--- src/rtl/led_pattern_pkg.sv ---
// Shared encodings for the LED pattern generator: mode values and breathe direction.
package led_pattern_pkg;

  typedef enum logic [1:0] {
    MODE_BLINK   = 2'd0,
    MODE_CHASE   = 2'd1,
    MODE_BREATHE = 2'd2,
    MODE_OFF     = 2'd3
  } mode_t;

  localparam logic DIR_UP   = 1'b0;
  localparam logic DIR_DOWN = 1'b1;

endpackage

--- src/rtl/tick_divider.sv ---
// Free-running prescaler producing a registered one-cycle pulse every DIV clocks.
module tick_divider #(
  parameter int DIV = 10
) (
  input  logic clk,
  input  logic rst,
  output logic tick
);

  localparam int CW = (DIV > 1) ? $clog2(DIV) : 1;

  if (DIV < 2) begin : g_bad_div
    $error("tick_divider: DIV must be at least 2");
  end

  logic [CW-1:0] pre_cnt;

  // tick is registered from the wrap compare, so it is high in cycle DIV, 2*DIV, ...
  always_ff @(posedge clk or posedge rst) begin
    if (rst) begin
      pre_cnt <= '0;
      tick    <= 1'b0;
    end else begin
      tick    <= (pre_cnt == CW'(DIV - 1));
      pre_cnt <= (pre_cnt == CW'(DIV - 1)) ? '0 : pre_cnt + CW'(1);
    end
  end

endmodule

--- src/rtl/led_pattern_gen.sv ---
// Multi-channel LED pattern generator: blink, chase, PWM breathe and off,
// with the requested mode captured only on step boundaries.
module led_pattern_gen
  import led_pattern_pkg::*;
#(
  parameter int CLK_FREQ_HZ = 125_000_000,
  parameter int TICK_HZ     = 1000,
  parameter int STEP_TICKS  = 250,
  parameter int NUM_LEDS    = 4,
  parameter int PWM_BITS    = 8
) (
  input  logic                clk,
  input  logic                rst,
  input  logic [1:0]          mode,
  output logic [NUM_LEDS-1:0] q,
  output logic                tick
);

  localparam int DIV = CLK_FREQ_HZ / TICK_HZ;
  localparam int SW  = (STEP_TICKS > 1) ? $clog2(STEP_TICKS) : 1;
  localparam logic [PWM_BITS-1:0] MAX = '1;

  if (DIV < 2) begin : g_bad_div
    $error("led_pattern_gen: CLK_FREQ_HZ / TICK_HZ must be at least 2");
  end
  if (STEP_TICKS < 1) begin : g_bad_step
    $error("led_pattern_gen: STEP_TICKS must be at least 1");
  end
  if (NUM_LEDS < 1) begin : g_bad_leds
    $error("led_pattern_gen: NUM_LEDS must be at least 1");
  end
  if (PWM_BITS < 1) begin : g_bad_pwm
    $error("led_pattern_gen: PWM_BITS must be at least 1");
  end

  tick_divider #(.DIV(DIV)) u_tick_divider (
    .clk  (clk),
    .rst  (rst),
    .tick (tick)
  );

  logic [SW-1:0]       step_cnt;
  logic                step;
  logic [PWM_BITS-1:0] pwm_cnt;
  logic [PWM_BITS-1:0] duty_reg, duty_next;
  logic                dir_reg, dir_next;
  mode_t               mode_reg, mode_next;
  logic [NUM_LEDS-1:0] q_next;
  logic [NUM_LEDS-1:0] q_rot;
  mode_t               mode_in;

  assign step    = tick && (step_cnt == SW'(STEP_TICKS - 1));
  assign mode_in = mode_t'(mode);

  if (NUM_LEDS == 1) begin : g_rot_single
    assign q_rot = q;
  end else begin : g_rot_multi
    assign q_rot = {q[NUM_LEDS-2:0], q[NUM_LEDS-1]};
  end

  always_ff @(posedge clk or posedge rst) begin
    if (rst) begin
      step_cnt <= '0;
      pwm_cnt  <= '0;
      duty_reg <= '0;
      dir_reg  <= DIR_UP;
      mode_reg <= MODE_BLINK;
      q        <= '0;
    end else begin
      if (tick) begin
        step_cnt <= (step_cnt == SW'(STEP_TICKS - 1)) ? '0 : step_cnt + SW'(1);
      end
      pwm_cnt  <= pwm_cnt + PWM_BITS'(1);
      duty_reg <= duty_next;
      dir_reg  <= dir_next;
      mode_reg <= mode_next;
      q        <= q_next;
    end
  end

  always_comb begin
    mode_next = mode_reg;
    q_next    = q;
    duty_next = duty_reg;
    dir_next  = dir_reg;
    // Entering a new mode wins over any step action in the same cycle.
    if (step && (mode_in != mode_reg)) begin
      mode_next = mode_in;
      q_next    = '0;
      if (mode_in == MODE_CHASE) begin
        q_next = NUM_LEDS'(1);
      end
      if (mode_in == MODE_BREATHE) begin
        duty_next = '0;
        dir_next  = DIR_UP;
      end
    end else begin
      unique case (mode_reg)
        MODE_BLINK: if (step) q_next = ~q;
        MODE_CHASE: if (step) q_next = q_rot;
        MODE_BREATHE: begin
          if (tick) begin
            if (dir_reg == DIR_UP) begin
              if (duty_reg == MAX) begin
                dir_next  = DIR_DOWN;
                duty_next = MAX - PWM_BITS'(1);
              end else begin
                duty_next = duty_reg + PWM_BITS'(1);
              end
            end else begin
              if (duty_reg == '0) begin
                dir_next  = DIR_UP;
                duty_next = PWM_BITS'(1);
              end else begin
                duty_next = duty_reg - PWM_BITS'(1);
              end
            end
          end
          q_next = {NUM_LEDS{pwm_cnt < duty_reg}};
        end
        default: q_next = '0;
      endcase
    end
  end

endmodule

--- config.mk ---
export PLATFORM = sky130hd
export DESIGN_NAME = led_pattern_gen
export DESIGN_NICKNAME = d
export VERILOG_FILES = /design/src/rtl/led_pattern_pkg.sv /design/src/rtl/tick_divider.sv /design/src/rtl/led_pattern_gen.sv
export SDC_FILE = /design/constraint.sdc
export NUM_CORES = 1
export LEC_CHECK = 0
export BUFFER_PORTS_ARGS = -buffer_cell sky130_fd_sc_hd__buf_4
export CAP_MARGIN = 30
export CORE_MARGIN = 1
export CORE_UTILIZATION = 50
export CTS_BUF_LIST = sky130_fd_sc_hd__clkbuf_8
export CTS_CLUSTER_SIZE = 10
export DETAILED_ROUTE_END_ITERATION = 10
export GPL_TIMING_DRIVEN = 0
export HOLD_SLACK_MARGIN = 0.1
export PLACE_DENSITY = 0.65
export SYNTH_ARGS = -nofsm -noshare
export SYNTH_HDL_FRONTEND = slang
export SYNTH_HIERARCHICAL = 1
export SYNTH_SLANG_ARGS = --single-unit
export TNS_END_PERCENT = 10
--- constraint.sdc ---
create_clock -name clk -period 4.9 [get_ports clk]
set_input_delay 0.245 -clock clk [delete_from_list [all_inputs] [get_ports clk]]
set_output_delay 0.245 -clock clk [all_outputs]
set_load 0.005 [all_outputs]
After elaboration in Yosys (flattened, before gate mapping)
Index checks and enable logic that the tools add are counted.
{ "totals": {"reg_bits": 49, "latchBits": 0, "mem_bits_rw": 0, "rom_bits": 0, "input_bits": 4, "out_inout_bits": 5, "elab_cells": 55, "mem_count": 0} }
{ "op_classes": {"add_sub_neg": 5, "multipliers": 0, "n_div": 0, "order_cmp": 1, "n_eq_ne": 11, "shift": 0, "n_mux": 21, "bitwise_logic": 1, "n_reduce_logical": 8} }
{ "op_table": {"columns": ["operator", "n"], "rows": [
  ["two-way mux 8 bit", 8],
  ["adder 8 x 1 -> 8 bit, second input constant", 3],
  ["adder 17 x 1 -> 17 bit, second input constant", 1],
  ["== test 17 bit, second input constant", 1],
  ["two-way mux 17 bit", 1],
  ["== test 8 bit, second input constant", 2],
  ["two-way mux 4 bit", 3],
  ["one-hot mux 4 bit (3 select lines)", 1],
  ["zero test 8 bit", 1],
  ["less-than comparator 8 bit", 1],
  ["two-way mux 1 bit", 8],
  ["subtractor 8 x 1 -> 8 bit, second input constant", 1],
  ["!= test 3 bit, second input constant", 2],
  ["== test 2 x 1 -> 1 bit, second input constant", 2],
  ["== test 2 bit, second input constant", 2],
  ["inverter 4 bit", 1],
  ["nonzero test 2 bit", 2],
  ["AND reduction 3 bit", 1],
  ["logical AND 1 bit", 2],
  ["zero test 2 bit", 1],
  ["!= test 2 x 1 -> 1 bit, second input constant", 1],
  ["!= test 2 bit", 1],
  ["AND reduction 2 bit", 1]
]} }

Longest topological paths before layout
Gate-level depths: netlist (run 1).
{ "depth": {"word_depth": 6, "ltp_mapped": 8, "mapped_depth_nobuf": 7} }

Hierarchy
The synthesis (run 1) kept the hierarchy.
{ "modules_own_cells": {"columns": ["mod", "instances", "cells_per_inst", "area_per_inst_um2", "seq_area_each_um2"], "rows": [
  ["led_pattern_gen", 1, 213, 1971.9, 775.7],
  ["tick_divider", 1, 75, 825.8, 450.4]
]} }

Worst setup path before layout (run 1)
OpenSTA, ideal clock, no wires.
{ "synth_path": {"kind": "flip-flop to flip-flop", "from": "register duty_reg[2]", "to": "register duty_reg[7]", "setup_time_ps": 120, "t_arrival_ps": 1722, "t_required_ps": 4780, "slack_ps": 3058, "stages_incl_launch_ff": 7, "n_path_buf": 1, "period_less_slack_ps": 1842, "path_cell_list": "dfrtp_1 buf_6 or3_1 or3_4 o21bai_2 a311oi_1 o22a_2"} }
{ "synth_via": {"elab_chain_len": 6, "elab_cells_between_ends": 10, "cone_classes": "add/sub (2); eq/ne (1); mux (6); reduce/logical (1)"} }
{ "synth_rtl": {"columns": ["element", "line_no", "text"], "rows": [
  ["start, declared", "led_pattern_gen.sv:45", "logic [PWM_BITS-1:0] duty_reg, duty_next;"],
  ["start signal, assigned", "led_pattern_gen.sv:74", "duty_reg <= duty_next;"],
  ["adder 8 x 1 -> 8 bit, or another cell as far along", "led_pattern_gen.sv:108", "duty_next = duty_reg + PWM_BITS'(1);"],
  ["two-way mux 8 bit, on equally long branches", "led_pattern_gen.sv:104, led_pattern_gen.sv:111", null],
  ["two-way mux 8 bit *", "led_pattern_gen.sv:103", "if (dir_reg == DIR_UP) begin"],
  ["two-way mux 8 bit *", "led_pattern_gen.sv:102", "if (tick) begin"],
  ["two-way mux 8 bit *", "led_pattern_gen.sv:98", "unique case (mode_reg)"],
  ["two-way mux 8 bit *", "led_pattern_gen.sv:87", "if (step && (mode_in != mode_reg)) begin"]
]} }
Every way passes the cells marked *; elsewhere a longest branch is shown, timed or not. The select of a mux whose other input is x is not followed.
A chain may end at the register's enable or synchronous reset.

Worst setup path in the final report (run 1)
Ends and elaborated chain as after synthesis.

==> run summary, run 1 <==
status -> finished clean
source of the worst register-to-register timing path -> duty_reg[2]$_DFFE_PP0P_
Max Fanout on Critical Path -> 10
post-route minimum period -> 2.08 ns
CTS root buf -> sky130_fd_sc_hd__clkbuf_8
crit path from -> duty_reg[2]$_DFFE_PP0P_
total count of hold-check failures in the final report -> 0
WHS -> 0.150 ns
global routing usage summed across all routing layers -> 20.8%
sequential share of power -> 59.5%
required time at the worst-slack endpoint -> 5.10 ns
synthesized area per cell -> 9.71 µm²
gate count after technology mapping -> 288
Buf+Inv Stages, Crit Path -> 1
number of setup buffers added after CTS -> 0
path type of the worst min-delay path -> in2reg
post-synth design cell area -> 0.00280 mm²
fraction of layout cells with a size suffix above 1 -> 11.4%
global-route wire length before repair -> 9870 µm
portion of the clock cycle consumed by the worst path in the final layout -> 42.4%
cell leakage power -> 1.37 nW
first-iteration detailed-routing DRC count -> 123
total negative setup slack -> 0 ns
number of vias per cell after detailed routing -> 5.74
FF-to-FF End -> duty_reg[7]$_DFFE_PP0P_
maximum number of pins on one net before global-route repair -> 19
count of filler cells inserted in the layout -> 455
launching element type of the critical path -> flop
Cell Int Power -> 0.526 mW
clock network fraction of total power -> 38.3%
Reg area -> 0.00123 mm²
Max stage delay cell, worst path -> sky130_fd_sc_hd__or3_1
maximum cell stage delay along the critical path -> 0.40 ns
dominant delay contributor by cell family on the critical path -> simple AND/OR/NAND/NOR gates
Async SR Flop Fraction -> 100%
logic gate share of total power -> 2.2%
setup repair after global routing missed its margin -> false
Final GP Congestion -> 0.856
Die Area -> 0.00590 mm²
leading cell types in the layout, fill and taps excluded -> sky130_fd_sc_hd__dfrtp_1, sky130_fd_sc_hd__a21oi_1, sky130_fd_sc_hd__nand2_1, sky130_fd_sc_hd__nor2_1, sky130_fd_sc_hd__inv_1
Critical Path Stages -> 6
number of routed nets with antenna violations -> 0
final setup skew -> 0.0121 ns
register containing the most flip-flops in the final layout -> u_tick_divider/pre_cnt
number of max-capacitance violations reported -> 0
post-detailed-placement half-perimeter wirelength -> 3980 µm
Worst Reg2Reg Path Length in Cells -> 6
cell-by-cell listing of the critical path -> buf_6 -> or3_1 -> or3_4 -> o21bai_2 -> a311oi_1 -> o22a_2
width of the die -> 76.8 µm
core region area -> 0.00524 mm²
IO buf count -> 8
total area of multi-input combinational cells -> 0.00145 mm²
total overflow reported by the global router -> 0
Clk pin slew, worst setup/hold paths -> 0.10 ns
PD cells -> 220 mW/mm²
H-tree depth -> 2
Gates resized, CTS repair -> 0
worst path arrival time -> 2.28 ns
library cells used by synthesis -> 56
actual transition at the worst max-transition pin -> 0.798 ns
worst supply voltage drop on vdd -> 0.149 mV
DRC violation count after routing -> 0
Via Count -> 2160
WL/cell -> 14.5 µm
floorplan row count -> 26
maximum root-to-sink buffer count -> 2
Mapped Nets -> 305
Final Core Density -> 58.9%
category of the critical setup timing path -> reg2reg
post-synthesis sequential element count -> 49
count of warnings emitted by yosys -> 6
number of buffers inserted during clock tree synthesis -> 5
number of buffers added to fix hold violations after cts -> 1
number of global-route vias before repair -> 2073
register-to-register path setup slack -> 2.82 ns
worst relative slew slack -> 46.7%
initial cell density of the core -> 53.4%
type of destination of the critical path -> flop
switching portion of total power -> 22.4%
end point of the critical path -> duty_reg[7]$_DFFE_PP0P_
switching power -> 0.152 mW
final wirelength -> 5440 µm
I/O pins -> 9
net count of the finished layout -> 322
initial antenna violation count -> 0
most common library cell in the layout ignoring fill and taps -> sky130_fd_sc_hd__dfrtp_1
sequential element share of the synthesized area -> 43.8%
Final Max Tran Viols -> 0
vertical die dimension -> 76.8 µm
number of flip-flops under the largest register name -> 17
total of endpoints with negative setup slack in the final report -> 0
number of synthesized flops with an enable pin -> 0
clock tree from TritonCTS -> yes
maximum frequency from static timing analysis -> 482 MHz
insertion delay of the later-clocked pin in the worst-skew pair -> 0.31 ns
number of diodes added for antenna fixing -> 0
top flip-flop cell by instance count after synthesis -> sky130_fd_sc_hd__dfrtp_1
sum of internal, switching and leakage power -> 0.679 mW
clk sinks -> 49
growth of design area from synthesis to finish -> 10.2%
First-pass DRT Iterations -> 4
-- final cells by class --
| class | count | area share, % |
|---|---|---|
| repair buffers | 10 | 3.17 |
| clock buffers | 6 | 2.68 |
| multi-input cells | 216 | 46.9 |
| flip-flops and latches | 49 | 39.8 |
| inverters | 15 | 1.83 |
| plain buffers | 8 | 2.23 |
| well taps | 70 | 2.84 |
| clock inverters | 2 | 0.568 |
-- worst min-delay path by stage --
stage,start,to,depth (start not counted)
after global routing,mode[1],mode_reg[1]$_DFFE_PP0P_,3
final,mode[1],mode_reg[1]$_DFFE_PP0P_,3
after floorplan,rst,u_tick_divider/pre_cnt[0]$_DFF_PP0_,1
after global placement,rst,u_tick_divider/tick$_DFF_PP0_,2
after CTS,mode[1],mode_reg[1]$_DFFE_PP0P_,3
after detailed placement,rst,u_tick_divider/tick$_DFF_PP0_,2
-- metal layers --
metal  global-route usage, %  wire length, µm
met1                    29.8             2780
met2                    32.2             2480
met3                    3.57              116
met4                    5.77               61
met5                       0                0
-- synth_stat cells (4+ instances only) --
| cell | n | share of area, % |
|---|---|---|
| sky130_fd_sc_hd__nand3_1 | 14 | 2.5 |
| sky130_fd_sc_hd__dfrtp_1 | 49 | 44 |
| sky130_fd_sc_hd__nor3_1 | 5 | 0.89 |
| sky130_fd_sc_hd__a21oi_1 | 24 | 4.3 |
| sky130_fd_sc_hd__nand2_1 | 21 | 2.8 |
| sky130_fd_sc_hd__nand2b_1 | 5 | 1.1 |
| sky130_fd_sc_hd__nand4_1 | 12 | 2.7 |
| sky130_fd_sc_hd__nor2_1 | 21 | 2.8 |
| sky130_fd_sc_hd__or3_1 | 5 | 1.1 |
| sky130_fd_sc_hd__xnor2_1 | 13 | 4.1 |
| sky130_fd_sc_hd__xor2_1 | 11 | 3.4 |
| sky130_fd_sc_hd__ha_1 | 13 | 5.8 |
| sky130_fd_sc_hd__inv_1 | 15 | 2.0 |
| sky130_fd_sc_hd__o21a_1 | 4 | 1.1 |
| sky130_fd_sc_hd__o21ai_0 | 11 | 2.0 |
-- power groups by stage --
stage	sequential, mW	clock [mW]	combinational (mW)
after detailed placement	0.412	0	0.0149
after global placement	0.412	0	0.0121
after floorplan	0.412	0	0.00679
after global routing	0.404	0.283	0.0171
after CTS	0.404	0.269	0.0156
final	0.404	0.260	0.0148
-- worst reg2reg max path, cell delays in order (launching register included) --
cell and delay [ns]:
sky130_fd_sc_hd__dfrtp_1 0.38, sky130_fd_sc_hd__buf_6 0.13, sky130_fd_sc_hd__or3_1 0.40, sky130_fd_sc_hd__or3_4 0.37, sky130_fd_sc_hd__o21bai_2 0.38, sky130_fd_sc_hd__a311oi_1 0.09
sky130_fd_sc_hd__o22a_2 0.22
-- through the flow --
step           instance area, µm²  instances  setup WS, ns
6_report                     3080        376          2.82
5_1_grt                      3080        376          2.66
4_1_cts                      3080        376          2.85
3_5_place_dp                 2970        367          2.85
3_3_place_gp                 2950        366          2.89
2_1_floorplan                2800        288          3.06
-- kinds of logic after synthesis --
| family | share of synthesized area, % |
|---|---|
| fa+ha+maj | 5.81 |
| buf+inv | 4.47 |
| compound gates | 13.9 |
| simple gates | 23.8 |
| flops | 43.8 |
| xor+xnor | 7.51 |
| mux | 0.716 |
(Power assumes the default switching activity.)
==> run 2: changes to the inputs <==
clock period = 2.2 ns   (was 4.9 ns; I/O delays follow)
==> run 2 against run 1 <==
  * Combinational power grew 140%
  * Via count grew 0.32%
  * Routed wire length grew 1.5%
  * Global-route usage grew 0.10 points
  * Maximum frequency grew 0.67%
  * Clock power grew 120%
  * Die area is the same
  * Critical path depth is the same
  * Clock skew shrank 0.00058 ns
  * Worst hold slack gained 0.31 ns
  * Final cell count grew 0.53%
  * Sequential power grew 120%
  * Largest cell class unchanged
  * Largest power group unchanged
==> run summary, run 2 (same netlist as run 1, synthesis figures left out) <==
GR met3 Demand/Resource -> 3.57% (unchanged)
PD cells -> 486 mW/mm² (+120%)
IO buf count -> 8 (unchanged)
total count of hold-check failures in the final report -> 0 (unchanged)
growth of design area from synthesis to finish -> 11.4%
source of the worst register-to-register timing path -> duty_reg[2]$_DFFE_PP0P_
maximum root-to-sink buffer count -> 2 (unchanged)
number of max-capacitance violations reported -> 0 (unchanged)
number of setup buffers added after CTS -> 0 (unchanged)
busiest layer in global routing -> met2
crit path from -> duty_reg[2]$_DFFE_PP0P_
first-iteration detailed-routing DRC count -> 142 (+15%)
GR Util met2 -> 32.9% (+0.71 points)
path type of the worst min-delay path -> in2async
CTS root buf -> sky130_fd_sc_hd__clkbuf_8
total negative setup slack -> 0 ns (unchanged)
initial cell density of the core -> 53.4% (unchanged)
status -> finished clean
number of routed nets with antenna violations -> 0 (unchanged)
required time at the worst-slack endpoint -> 2.40 ns (-2.70 ns)
maximum frequency from static timing analysis -> 485 MHz (+0.67%)
clk sinks -> 49 (unchanged)
worst supply voltage drop on vdd -> 0.331 mV (+120%)
net count of the finished layout -> 324 (+0.62%)
fraction of layout cells with a size suffix above 1 -> 12.3% (+0.90 points)
final setup skew -> 0.0115 ns (-0.000580 ns)
actual transition at the worst max-transition pin -> 0.795 ns (-0.00273 ns)
insertion delay of the later-clocked pin in the worst-skew pair -> 0.31 ns (about the same)
number of buffers inserted during clock tree synthesis -> 5 (unchanged)
Final Core Density -> 59.5% (+0.67 points)
register containing the most flip-flops in the final layout -> u_tick_divider/pre_cnt
Via Count -> 2167 (+0.32%)
initial antenna violation count -> 0 (unchanged)
I/O pins -> 9 (unchanged)
type of destination of the critical path -> flop
number of global-route vias before repair -> 2099 (+1.3%)
First-pass DRT Iterations -> 4 (unchanged)
global routing usage summed across all routing layers -> 20.9% (+0.10 points)
clock tree from TritonCTS -> yes
final wirelength -> 5520 µm (+1.5%)
Final Max Tran Viols -> 0 (unchanged)
portion of the clock cycle consumed by the worst path in the final layout -> 93.8% (+51 points)
worst path arrival time -> 2.27 ns (about the same)
most common library cell in the layout ignoring fill and taps -> sky130_fd_sc_hd__dfrtp_1
Clk pin slew, worst setup/hold paths -> 0.10 ns (about the same)
cell leakage power -> 1.39 nW (+1.1%)
total overflow reported by the global router -> 0 (unchanged)
width of the die -> 76.8 µm (unchanged)
DRC violation count after routing -> 0 (unchanged)
global-route wire length before repair -> 9930 µm (+0.57%)
total of endpoints with negative setup slack in the final report -> 0 (unchanged)
met1 layer usage reported by global route -> 29.5% (-0.31 points)
worst relative slew slack -> 46.9% (+0.18 points)
vertical die dimension -> 76.8 µm (unchanged)
category of the critical setup timing path -> reg2reg
number of diodes added for antenna fixing -> 0 (unchanged)
Die Area -> 0.00590 mm² (unchanged)
post-detailed-placement half-perimeter wirelength -> 3980 µm (unchanged)
WL/cell -> 14.6 µm (+0.97%)
setup repair after global routing missed its margin -> false
Final GP Congestion -> 0.856 (unchanged)
floorplan row count -> 26 (unchanged)
number of vias per cell after detailed routing -> 5.73 (-0.21%)
register-to-register path setup slack -> 0.14 ns (-2.69 ns)
Max Fanout on Critical Path -> 10 (unchanged)
H-tree depth -> 2 (unchanged)
maximum number of pins on one net before global-route repair -> 19 (unchanged)
core region area -> 0.00524 mm² (unchanged)
number of flip-flops under the largest register name -> 17 (unchanged)
leading cell types in the layout, fill and taps excluded -> sky130_fd_sc_hd__dfrtp_1, sky130_fd_sc_hd__a21oi_1, sky130_fd_sc_hd__nand2_1, sky130_fd_sc_hd__nor2_1, sky130_fd_sc_hd__inv_1
launching element type of the critical path -> flop
post-route minimum period -> 2.06 ns (-0.0139 ns)
[run 2: changes by cell type in the layout (fill, tap and decap cells not counted), sizes merged]
cell,change
dlygate4sd3,+2
[run 2: final timing paths]
check / cells after the start / end
setup / recovery: 6 / duty_reg[7]$_DFFE_PP0P_
hold / removal: 3 / u_tick_divider/pre_cnt[14]$_DFF_PP0_
setup reg to reg: 6 / duty_reg[7]$_DFFE_PP0P_
hold reg to reg: 1 / u_tick_divider/pre_cnt[0]$_DFF_PP0_
max in group asynchronous: 4 / duty_reg[4]$_DFFE_PP0P_
min in group clk: 1 / u_tick_divider/pre_cnt[0]$_DFF_PP0_
[run 2: area by class of cell]
cell class / instances / area [µm²]
inverters: 15 / 56.3
well taps: 70 / 87.6
fillers: 454 / 2120
plain buffers: 8 / 68.8
clock buffers: 6 / 82.6
flip-flops and latches: 49 / 1230
repair buffers: 12 / 118
clock inverters: 2 / 17.5
multi-input cells: 216 / 1460
[run 2: worst max-delay path: stages (launching register included)]
cell and delay [ns]:
sky130_fd_sc_hd__dfrtp_1 0.38, sky130_fd_sc_hd__buf_6 0.13, sky130_fd_sc_hd__or3_1 0.40, sky130_fd_sc_hd__or3_4 0.36, sky130_fd_sc_hd__o21bai_2 0.37, sky130_fd_sc_hd__a311oi_1 0.10
sky130_fd_sc_hd__o22a_2 0.22
[run 2: report_power, final]
group	internal, mW	total, mW	switching, mW
registers	0.900	0.900	0
logic	0.0134	0.0358	0.0224
clock network	0.261	0.578	0.317
total	1.17	1.51	0.339
[run 2: timing repair]
action	CTS	global route
hold endpoints to repair	37	0
hold buffers	3	0
setup endpoints to repair	0	4
gates resized for setup	0	4
[run 2: through the flow]
step | hold WS, ns | instances | total power [mW] | worst slack, ns | instance area, µm²
2_1_floorplan | 0.0486 | 288 | 0.933 | 0.358 | 2800
3_3_place_gp | 0.257 | 366 | 0.945 | 0.193 | 2950
3_5_place_dp | 0.259 | 367 | 0.951 | 0.150 | 2970
4_1_cts | 0.478 | 378 | 1.54 | 0.147 | 3100
5_1_grt | 0.515 | 378 | 1.57 | 0.0217 | 3120
6_report | 0.465 | 378 | 1.51 | 0.137 | 3120
[run 2: layer usage]
layer	routed length, µm	up-vias
met5	0	-
met3	119	5
met2	2580	16
li1	-	1083
met4	61	0
met1	2760	1063
==> run 3: changes to the inputs <==
ABC_AREA = 1   (was unset)
==> run 3 against run 2 <==
  * Sequential share of layout area down 3.6 points
  * Combinational power rose by 13%
  * Clock skew shrank 0.0022 ns
  * Largest power group unchanged
  * Sequential power barely moved
  * Design area increased by 10%
  * Critical endpoint is now duty_reg[1]$_DFFE_PP0P_
  * Critical path type unchanged
  * Non-clock buffer count fell by 2
  * Count of clock-buffer cells in the layout down 1
  * Register-to-register slack better by 0.04 ns
  * Total power is 1.8% lower
==> run summary, run 3 <==
status -> finished clean
number of max-capacitance violations reported -> 0 (unchanged)
total overflow reported by the global router -> 0 (unchanged)
post-route design area -> 0.00343 mm² (+10%)
First-pass DRT Iterations -> 4 (unchanged)
post-route minimum period -> 2.02 ns (-0.0430 ns)
worst path arrival time -> 2.25 ns (-0.02 ns)
register containing the most flip-flops in the final layout -> u_tick_divider/pre_cnt
most frequent cell after synthesis -> sky130_fd_sc_hd__nand2_1
Mapped Nets -> 446 (+46%)
Max stage delay cell, worst path -> sky130_fd_sc_hd__dfrtp_1
growth of design area from synthesis to finish -> 9.68%
number of synthesized flops with an enable pin -> 0 (unchanged)
category of the critical setup timing path -> reg2reg
final setup skew -> 0.00936 ns (-0.00215 ns)
vertical die dimension -> 81.1 µm (+5.6%)
floorplan row count -> 28 (+7.7%)
worst supply voltage drop on vdd -> 0.282 mV (-15%)
switching power -> 0.346 mW (+2.1%)
top flip-flop cell by instance count after synthesis -> sky130_fd_sc_hd__dfrtp_1
number of global-route vias before repair -> 2350 (+12%)
fraction of layout cells with a size suffix above 1 -> 10.9% (-1.4 points)
sequential element share of the synthesized area -> 39.2% (-4.6 points)
I/O pins -> 9 (unchanged)
cell-by-cell listing of the critical path -> clkinv_1 -> ha_1 -> nand2_1 -> nor2_1 -> inv_2 -> nor2_1 -> nor2_1 -> nand3_1 -> o21ai_1
number of vias per cell after detailed routing -> 5.00 (-13%)
number of buffers inserted during clock tree synthesis -> 5 (unchanged)
maximum frequency from static timing analysis -> 495 MHz (+2.1%)
worst relative slew slack -> 54.1% (+7.2 points)
total of endpoints with negative setup slack in the final report -> 0 (unchanged)
insertion delay of the later-clocked pin in the worst-skew pair -> 0.31 ns (about the same)
DRC violation count after routing -> 0 (unchanged)
total negative setup slack -> 0 ns (unchanged)
Final GP Congestion -> 0.942 (+10%)
maximum cell stage delay along the critical path -> 0.44 ns (+0.04 ns)
Commonest cells post-synth -> sky130_fd_sc_hd__nand2_1, sky130_fd_sc_hd__inv_1, sky130_fd_sc_hd__nor2_1, sky130_fd_sc_hd__dfrtp_1, sky130_fd_sc_hd__nand3_1
required time at the worst-slack endpoint -> 2.43 ns (+0.03 ns)
global-route wire length before repair -> 10700 µm (+7.6%)
Async SR Flop Fraction -> 100% (unchanged)
count of warnings emitted by yosys -> 6 (unchanged)
portion of the clock cycle consumed by the worst path in the final layout -> 91.8% (-2.0 points)
Via Count -> 2620 (+21%)
width of the die -> 81.1 µm (+5.6%)
logic gate share of total power -> 2.7% (+0.3 points)
switching portion of total power -> 23.3% (+0.89 points)
top-area cell type share of the netlist area -> 39.2% (-4.6 points)
gate count after technology mapping -> 429 (+49%)
largest cells by area after synthesis -> sky130_fd_sc_hd__dfrtp_1, sky130_fd_sc_hd__nand2_1, sky130_fd_sc_hd__inv_1
final wirelength -> 6160 µm (+12%)
post-detailed-placement half-perimeter wirelength -> 4660 µm (+17%)
path type of the worst min-delay path -> in2async
cell leakage power -> 1.77 nW (+27%)
post-synthesis sequential element count -> 49 (unchanged)
post-synth design cell area -> 0.00313 mm² (+12%)
initial antenna violation count -> 0 (unchanged)
number of flip-flops under the largest register name -> 17 (unchanged)
Die Area -> 0.00657 mm² (+11%)
Max Fanout on Critical Path -> 8 (-2)
Final Max Tran Viols -> 0 (unchanged)
most common library cell in the layout ignoring fill and taps -> sky130_fd_sc_hd__nand2_1
maximum number of pins on one net before global-route repair -> 19 (unchanged)
clk sinks -> 49 (unchanged)
core region area -> 0.00599 mm² (+14%)
leading cell types in the layout, fill and taps excluded -> sky130_fd_sc_hd__nand2_1, sky130_fd_sc_hd__inv_1, sky130_fd_sc_hd__nor2_1
Post-DP Area -> 0.00331 mm² (+11%)
actual transition at the worst max-transition pin -> 0.687 ns (-0.108 ns)
sequential share of power -> 60.5% (+1.1 points)
number of diodes added for antenna fixing -> 0 (unchanged)
Gates resized, CTS repair -> 0 (unchanged)
dominant cell type by area after synthesis -> sky130_fd_sc_hd__dfrtp_1
WL/cell -> 11.8 µm (-20%)
CTS root buf -> sky130_fd_sc_hd__clkbuf_8
library cells used by synthesis -> 31 (-45%)
initial cell density of the core -> 52.2% (-1.2 points)
synthesized area per cell -> 7.29 µm² (-25%)
PD cells -> 433 mW/mm² (-11%)
type of destination of the critical path -> flop
total count of hold-check failures in the final report -> 0 (unchanged)
cell seen most often among critical-path stages -> sky130_fd_sc_hd__nor2_1
setup repair after global routing missed its margin -> false
net count of the finished layout -> 465 (+44%)
Cell Int Power -> 1.14 mW (-2.9%)
global routing usage summed across all routing layers -> 21.1% (+0.17 points)
launching element type of the critical path -> flop
Clk pin slew, worst setup/hold paths -> 0.10 ns (about the same)
number of routed nets with antenna violations -> 0 (unchanged)
first-iteration detailed-routing DRC count -> 146 (+2.8%)
clock network fraction of total power -> 36.7% (-1.5 points)
H-tree depth -> 2 (unchanged)
IO buf count -> 8 (unchanged)
maximum root-to-sink buffer count -> 2 (unchanged)
clock tree from TritonCTS -> yes
==> run 3: changes by cell type in the layout (fill, tap and decap cells not counted), moves of 6 or more <==
cell / previous run / this run
sky130_fd_sc_hd__nor2_1: 21 / 50
sky130_fd_sc_hd__nor2_4: 0 / 6
sky130_fd_sc_hd__inv_1: 15 / 61
sky130_fd_sc_hd__nand2_1: 21 / 112
sky130_fd_sc_hd__a21oi_1: 24 / 11
sky130_fd_sc_hd__nand3_1: 14 / 38
sky130_fd_sc_hd__o21ai_0: 11 / 17
sky130_fd_sc_hd__nand4_1: 12 / 6
sky130_fd_sc_hd__xnor2_1: 13 / 4
sky130_fd_sc_hd__o21ai_1: 1 / 10
==> run 3: metrics by stage <==
stage               utilization [%]  setup WS (ns)  total power [mW]  std cells  hold slack, ns
floorplan                         -          0.646             0.937        429          0.0486
global placement               54.8          0.232             0.949        512           0.273
detailed placement             55.2          0.227             0.956        513           0.234
CTS                            57.2          0.205              1.51        524           0.446
global route                   57.2         0.0104              1.55        524           0.494
finish                         57.2          0.180              1.49        524           0.437
==> run 3: worst max-delay path, delay by kind of cell, from the launching register on <==
kind	cells	cell delay (ns)
AOI/OAI and AO/OA	1	0.17
DFF	1	0.44
adders and majority gates	1	0.33
buffers and inverters	2	0.31
and+or+nand+nor	5	0.69
==> run 3: layer usage <==
metal  wire length [µm]  global-route usage (%)
met2               2800                    33.9
met1               3090                    28.6
met5                  0                       0
met3                205                    4.04
met4                 65                    6.07
==> run 3: what timing repair did <==
item | CTS | global route
hold endpoints to repair | 33 | 0
setup buffers | 0 | 0
hold buffers | 3 | 0
==> run 3: worst paths after layout <==
path                                                end                    start  slack [ns]  cells past startpoint
worst max-delay path            duty_reg[1]$_DFFE_PP0P_  duty_reg[0]$_DFFE_PP0P_        0.18                      9
worst min-delay path               pwm_cnt[7]$_DFF_PP0_                      rst        0.44                      3
worst max register to register  duty_reg[1]$_DFFE_PP0P_  duty_reg[0]$_DFFE_PP0P_        0.18                      9
worst min register to register     pwm_cnt[0]$_DFF_PP0_     pwm_cnt[0]$_DFF_PP0_        0.47                      1
max in group asynchronous       duty_reg[6]$_DFFE_PP0P_                      rst        1.26                      4
min in group clk                   pwm_cnt[0]$_DFF_PP0_     pwm_cnt[0]$_DFF_PP0_        0.47                      1
==> run 3: power by group through the flow <==
stage               Sequential, mW  Combinational, mW  Clock (mW)
finish                       0.900             0.0405       0.546
global route                 0.900             0.0467       0.601
CTS                          0.900             0.0422       0.569
detailed placement           0.918             0.0379           0
global placement             0.918             0.0312           0
floorplan                    0.918             0.0194           0
==> run 3: cell families after synthesis <==
kind of cell / after synthesis / synth area share [%]
simple gates: 235 / 34.6
buf+inv: 73 / 9.28
flops: 49 / 39.2
compound gates: 44 / 7.48
xor+xnor: 15 / 4.20
fa+ha+maj: 13 / 5.20
==> run 3: cell type report <==
type | instances | area [µm²]
plain buffers | 6 | 38.8
clock buffers | 5 | 68.8
clock inverters | 3 | 22.5
fillers | 575 | 2560
inverters | 67 | 251
multi-input cells | 307 | 1610
flip-flops and latches | 49 | 1230
well taps | 75 | 93.8
repair buffers | 12 | 118
